==> src/rtl/uart_tx_arb_pkg.sv <==
// Shared types and limits for the UART transmit arbiter.
package uart_tx_arb_pkg;
  typedef enum logic [1:0] {IDLE, SEND, WAIT} arb_state_t;
  localparam int MAX_REQ = 8;
endpackage

==> src/rtl/uart_tx_arbiter_rr_pick.sv <==
// Round-robin picker: first set request bit scanning ptr, ptr+1, ... modulo N_REQ.
module rr_pick
  import uart_tx_arb_pkg::*;
#(
  parameter int N_REQ = 2,
  parameter int IDX_W = $clog2(N_REQ)
) (
  input  logic [N_REQ-1:0] req,
  input  logic [IDX_W-1:0] ptr,
  output logic             any,
  output logic [IDX_W-1:0] idx
);
  logic [IDX_W:0]   sum  [N_REQ];
  logic [IDX_W-1:0] cand [N_REQ];
  logic [N_REQ-1:0] rot;

  // cand[gi] is the requester examined at rotation offset gi.
  generate
    for (genvar gi = 0; gi < N_REQ; gi++) begin : g_rot
      assign sum[gi]  = {1'b0, ptr} + (IDX_W+1)'(gi);
      assign cand[gi] = (sum[gi] >= (IDX_W+1)'(N_REQ)) ?
                        IDX_W'(sum[gi] - (IDX_W+1)'(N_REQ)) : sum[gi][IDX_W-1:0];
      assign rot[gi]  = req[cand[gi]];
    end
  endgenerate

  always_comb begin
    any = 1'b0;
    idx = '0;
    for (int k = N_REQ - 1; k >= 0; k--) begin
      if (rot[k]) begin
        any = 1'b1;
        idx = cand[k];
      end
    end
  end
endmodule

==> src/rtl/uart_tx_arbiter.sv <==
// Message-atomic round-robin arbiter sharing one UART transmitter among N_REQ byte streams.
module uart_tx_arbiter
  import uart_tx_arb_pkg::*;
#(
  parameter int N_REQ = 2,
  parameter int IDX_W = $clog2(N_REQ)
) (
  input  logic               clk,
  input  logic               rst,
  input  logic [N_REQ-1:0]   req_valid,
  input  logic [8*N_REQ-1:0] req_data,
  input  logic [N_REQ-1:0]   req_last,
  output logic [N_REQ-1:0]   req_ready,
  input  logic               output_busy,
  output logic               output_en,
  output logic [7:0]         output_data,
  output logic [IDX_W-1:0]   grant_id,
  output logic               active
);
  arb_state_t       state_reg, state_next;
  logic [IDX_W-1:0] grant_reg, grant_next;
  logic [IDX_W-1:0] ptr_reg, ptr_next;
  logic             last_sent_reg, last_sent_next;
  logic             pick_any;
  logic [IDX_W-1:0] pick_idx;

  rr_pick #(.N_REQ(N_REQ), .IDX_W(IDX_W)) u_pick (
    .req (req_valid),
    .ptr (ptr_reg),
    .any (pick_any),
    .idx (pick_idx)
  );

  always_ff @(posedge clk) begin
    if (rst) begin
      state_reg     <= IDLE;
      grant_reg     <= '0;
      ptr_reg       <= '0;
      last_sent_reg <= 1'b0;
    end else begin
      state_reg     <= state_next;
      grant_reg     <= grant_next;
      ptr_reg       <= ptr_next;
      last_sent_reg <= last_sent_next;
    end
  end

  always_comb begin
    state_next     = state_reg;
    grant_next     = grant_reg;
    ptr_next       = ptr_reg;
    last_sent_next = last_sent_reg;
    req_ready      = '0;
    output_en      = 1'b0;
    output_data    = 8'h00;
    case (state_reg)
      IDLE: begin
        if (pick_any) begin
          grant_next = pick_idx;
          state_next = SEND;
        end
      end
      SEND: begin
        // A stalled grantee holds the line indefinitely; no timeout.
        if (req_valid[grant_reg] && !output_busy) begin
          output_en            = 1'b1;
          output_data          = req_data[{grant_reg, 3'b000} +: 8];
          req_ready[grant_reg] = 1'b1;
          last_sent_next       = req_last[grant_reg];
          state_next           = WAIT;
        end
      end
      WAIT: begin
        if (!output_busy) begin
          if (last_sent_reg) begin
            state_next = IDLE;
            ptr_next   = (grant_reg == IDX_W'(N_REQ - 1)) ? '0 : grant_reg + IDX_W'(1);
          end else begin
            state_next = SEND;
          end
        end
      end
      default: state_next = IDLE;
    endcase
  end

  assign grant_id = grant_reg;
  assign active   = (state_reg != IDLE);
endmodule

==> config.mk <==
export PLATFORM = sky130hd
export DESIGN_NAME = uart_tx_arbiter
export DESIGN_NICKNAME = d
export VERILOG_FILES = /design/src/rtl/uart_tx_arb_pkg.sv /design/src/rtl/uart_tx_arbiter_rr_pick.sv /design/src/rtl/uart_tx_arbiter.sv
export SDC_FILE = /design/constraint.sdc
export NUM_CORES = 1
export LEC_CHECK = 0
export BUFFER_PORTS_ARGS = -buffer_cell sky130_fd_sc_hd__clkbuf_2
export CORE_AREA = 2 2 39 41
export CTS_BUF_LIST = sky130_fd_sc_hd__clkbuf_4 sky130_fd_sc_hd__clkbuf_8 sky130_fd_sc_hd__clkbuf_16
export CTS_CLUSTER_DIAMETER = 100
export DETAILED_ROUTE_END_ITERATION = 10
export DIE_AREA = 0 0 41 43
export PLACE_DENSITY = 0.7
export SLEW_MARGIN = 15
export SYNTH_ARGS = -nofsm -noshare
export SYNTH_HDL_FRONTEND = slang
export SYNTH_SLANG_ARGS = --single-unit
==> constraint.sdc <==
create_clock -name clk -period 1.9 [get_ports clk]
set_clock_uncertainty 0.1 [all_clocks]
set_input_delay 0.095 -clock clk [delete_from_list [all_inputs] [get_ports clk]]
set_output_delay 0.095 -clock clk [all_outputs]
set_load 0.02 [all_outputs]
After elaboration in Yosys (flattened, before gate mapping)

Cells that the tools add are included.

Mux-type cells: 28
Reduce and logical (&&, ||, !) cells: 9
Eq/ne operators: 5
Shift-type cells: 1
Add/sub/neg operators: 4
Bitwise operators: 1
Order comparisons: 6

Operator list:

| cell                  | count |
|---|---|
| $mux W1               | 19 |
| $mux W8               | 2 |
| $shiftx A16 B5 Y8     | 1 |
| $mux W2               | 5 |
| $lt A1 B2 Y1 const B  | 3 |
| $ne A2 B2 Y1 const B  | 3 |
| $pmux W2 S3           | 1 |
| $reduce_and A3 Y1     | 2 |
| $reduce_and A2 Y1     | 2 |
| $add A1 B1 Y2 const B | 1 |
| $eq A2 B1 Y1 const B  | 1 |
| $eq A2 B2 Y1 const B  | 1 |
| $ge A1 B2 Y1 const B  | 1 |
| $ge A2 B2 Y1 const B  | 1 |
| $logic_and A1 B1 Y1   | 2 |
| $logic_not A2 Y1      | 1 |
| $reduce_bool A2 Y1    | 1 |
| $sub A1 B1 Y1 const B | 2 |
| $add A1 B1 Y1 const B | 1 |
| $demux W1 S1          | 1 |
| $ge A1 B1 Y1 const B  | 1 |
| $logic_not A1 Y1      | 1 |
| $not A1 Y1            | 1 |

Input bits: 23
Bits in registers: 5
Output and inout bits: 13

Depth between registers and ports, before layout

Depth after elaboration: 9
Depth in mapped cells: 4

Hierarchy

Synthesis repeated with hierarchy kept, for this count alone.

Cell total of the unflattened synthesis: 43
Area total of the unflattened synthesis: 381.6 µm²

Modules (own cells, without submodules):

| module          | cells an instance | area each (µm²) | instances | sequential area each (µm²) |
|---|---|---|---|---|
| uart_tx_arbiter | 40                | 364.1           | 1         | 100.1 |
| rr_pick         | 3                 | 17.5            | 1         | 0.0 |

Worst setup path before layout

No wires, ideal clock.

Path type: reg2out
Start: reg state_reg[1]
End: out output_data[0]
Setup slack: 0.184 ns
Data arrival time: 1.521 ns
Cell stages (with the launch flop): 5
Cell sequence: dfxtp_1 -> or3b_1 -> buf_6 -> nor3_4 -> a22o_1

Word-level cells in the longest chain between the ends: 2

Ends and longest elaborated chain:

| item                     | line                  | source |
|---|---|---|
| start: declaration       | uart_tx_arbiter.sv:20 | `arb_state_t state_reg, state_next;` |
| start signal: assignment | uart_tx_arbiter.sv:41 | `state_reg <= state_next;` |
| $eq A2 B1 Y1             | uart_tx_arbiter.sv:56 | `case (state_reg)` |
| $mux W8                  | uart_tx_arbiter.sv:56 |  |
| end: declaration         | uart_tx_arbiter.sv:16 | `output logic [7:0] output_data,` |

No other way between the ends.

Worst setup path in the final report

Start: reg state_reg[0]
End: out output_data[6]

Same word-level chain as after synthesis.

==> impl_metrics.py <==
metrics = {
    "synth": {
        "ys.warnings.count": 0,
        "synth_simple_gate_area_share_pct": 23.0,
        "synth_top_area_share_pct": 27.5,
        "syn_area_um2": 364,
        "synth.area.mux_share_pct": 5.50,
        "synth_top_family_by_area": "compound AO/OA/AOI/OAI gates",
        "ys_async_sr_fraction_pct": 0,
        "yosysSeqAreaShare_pct": 27.5,
        "synth_compound_area_share_pct": 37.8,
        "avgSynthCellArea_um2": 8.67,
        "synth_ff_type": "dfxtp_1",
        "ys_top_cells_by_area": "dfxtp_1, a22o_1, mux2i_1",
        "yosys.area_share.xor_xnor_pct": 0,
        "post_synth_inst_count": 42,
        "synthesis.nets": 65,
        "synth-seq-cells": 5,
        "synth_largest_area_cell": "dfxtp_1",
        "synth.distinct_cells": 21,
        "yosys.area_share.adder_pct": 0,
        "synth_edf_count": 0,
    },
    "placement": {
        "dp_slack_ns": 0.167,
        "dp.cells": 91,
        "numPortBuffers": 35,
        "routabilityCongestion": 0.781,
    },
    "setup_path": {
        "critical_path_class": "reg -> out",
        "worstPathArrival_ns": 1.63,
        "cpMostUsedCell": "buf_4",
        "r2r-start": "state_reg[0]$_SDFFE_PP0P_",
        "slowest_delay_ns": 0.43,
        "r2r-end": "last_sent_reg$_SDFFE_PP0P_",
        "end_kind": "output port",
        "reg2reg_slack_ns": 0.31,
        "reg2reg_depth": 4,
        "cp_slowest_cell": "or3b_4",
        "cp_max_fo": 6,
        "critPathLaunchType": "flip-flop",
        "cp.required_ns": 1.70,
        "path_cells": "or3b_4 -> nor3_4 -> buf_4 -> a22o_1 -> buf_4",
    },
    "global_route": {
        "grt_util_all_layers_pct": 10.5,
        "grt_pass1_vias": 343,
        "grt-ovfl-total": 0,
        "grt_pass1_wl_um": 1210,
        "antenna_found_initial": 0,
        "grt_max_degree": 10,
    },
    "clock_network": {
        "htreeDepth": 1,
        "tritoncts": "yes",
        "clkLatencyLatePin_ns": 0.24,
        "root_buffer": "clkbuf_4",
        "clock_sinks": 5,
        "cts_buffers": 3,
        "clk_pin_slew_ns": 0.04,
        "clock_path_buffers": 2,
    },
    "min_path": {
        "hold_class": "in -> reg",
        "hold_start": "req_valid[1]",
        "min_to": "grant_id$_SDFFE_PP0P_",
        "holdPathStages": 3,
    },
    "pwr": {
        "power.density_nw_per_um2": 594,
        "p_total_mw": 0.377,
        "p_leak_nw": 0.313,
        "peakVddDrop_v": 0.000307,
    },
    "floorplan": {
        "core-area_um2": 1380,
        "ios": 36,
        "die_y_um": 43,
        "die_x_um": 41,
        "fp-row-count": 14,
        "start_util_pct": 26.3,
        "die_area_um2": 1760,
    },
    "outcome": {
        "status": "complete, no violations",
    },
    "timing": {
        "clock.fmax_ghz": 0.548,
        "worst_slack_ns": 0.0764,
        "finalSetupViolations": 0,
        "tns_ns": 0,
        "maxSlewHeadroom_pct": 75.7,
        "rsz0062_at_grt": "yes",
        "hold_viol_final": 0,
        "period_share_pct": 96.0,
        "worst_pin_slew_ns": 0.354,
        "final_max_slew_viol_count": 0,
        "period_minus_slack_ns": 1.82,
    },
    "route": {
        "vias": 476,
        "first_pass_iters": 2,
        "post_drt_wl_per_cell_um": 9.75,
        "drt_iter0_markers": 2,
        "avgViaCountPerCell": 4.81,
        "drc": 0,
        "ant_nets": 0,
        "routed_wl_um": 965,
    },
    "layout": {
        "fin_util_pct": 45.8,
        "n_fill_cell": 138,
        "largest_register_ffs": 2,
        "final_nets": 107,
        "syn_to_final_growth_pct": 74.2,
        "diodes": 0,
        "fin_cells": 99,
        "layout-drive-gt1-share_pct": 57.8,
        "final_common_cell": "clkbuf_2",
        "most-common-layout-cells": "clkbuf_2, buf_4, a22o_1",
    },
    "job": {
        "maxCapViolCount": 0,
    },
}
==> power by group <==
group          internal, mW  switching (mW)  leakage (nW)
logic                0.0609          0.0594         0.253
registers             0.114          0.0106        0.0415
clock network        0.0933          0.0387        0.0184
==> layer usage <==
| metal | GRT usage (%) | vias up | part of all wire [%] |
|---|---|---|---|
| li1 | - | 245 | - |
| met1 | 7.77 | 201 | 37 |
| met2 | 18.4 | 28 | 47 |
| met3 | 3.14 | 2 | 14 |
| met4 | 10.0 | 0 | 1.0 |
| met5 | 0 | - | 0 |
==> final cells by class <==
| class | count | area, um2 | share of cell area (%) |
|---|---|---|---|
| tap | 16 | 20.0 | 3.16 |
| timing repair buffer | 39 | 225 | 35.5 |
| sequential | 5 | 103 | 16.2 |
| multi-input combinational | 33 | 249 | 39.3 |
| inverter | 2 | 7.51 | 1.18 |
| clock buffer | 4 | 30.0 | 4.73 |
==> per-stage QoR <==
stage | hold slack (ns) | area, um2
CTS | 0.0538 | 608
global placement | 0.252 | 544
detailed placement | 0.256 | 544
finish | 0.0693 | 634
global route | 0.0808 | 634
floorplan | 0.0641 | 364
==> worst max-delay path by stage <==
stage | slack, ns | startpoint | endpoint
floorplan | 0.18 | state_reg[1]$_SDFFE_PP0P_ | output_data[0]
global placement | 0.21 | state_reg[0]$_SDFFE_PP0P_ | output_data[0]
detailed placement | 0.17 | state_reg[0]$_SDFFE_PP0P_ | output_data[0]
CTS | 0.006 | state_reg[1]$_SDFFE_PP0P_ | output_data[6]
global route | -0.005 | state_reg[0]$_SDFFE_PP0P_ | output_data[0]
finish | 0.08 | state_reg[0]$_SDFFE_PP0P_ | output_data[6]
==> cells in the mapped netlist (2+ instances only) <==
cell / count
a21oi_1: 2
nor2_1: 4
mux2i_1: 2
o21ai_0: 4
a22o_1: 8
inv_1: 2
o31ai_1: 2
dfxtp_1: 5
==> worst max-delay path, delay by kind of cell, from the launching register on <==
kind | cells | cell delay (ns)
compound gates | 1 | 0.14
buf+inv | 2 | 0.29
flops | 1 | 0.35
simple gates | 2 | 0.61
==> logic make-up after synthesis <==
| group | after synthesis |
|---|---|
| compound gates | 19 |
| buf+inv | 4 |
| mux | 2 |
| flops | 5 |
| simple gates | 12 |
==> repair_timing <==
action / CTS / global route
pin swaps: 1 / 1
hold endpoints to repair: 2 / 0
setup endpoints to repair: 8 / 8
hold buffers: 1 / 0
resized for setup: 3 / 16
buffers inserted: 2 / 1
(Power assumes the default switching activity.)
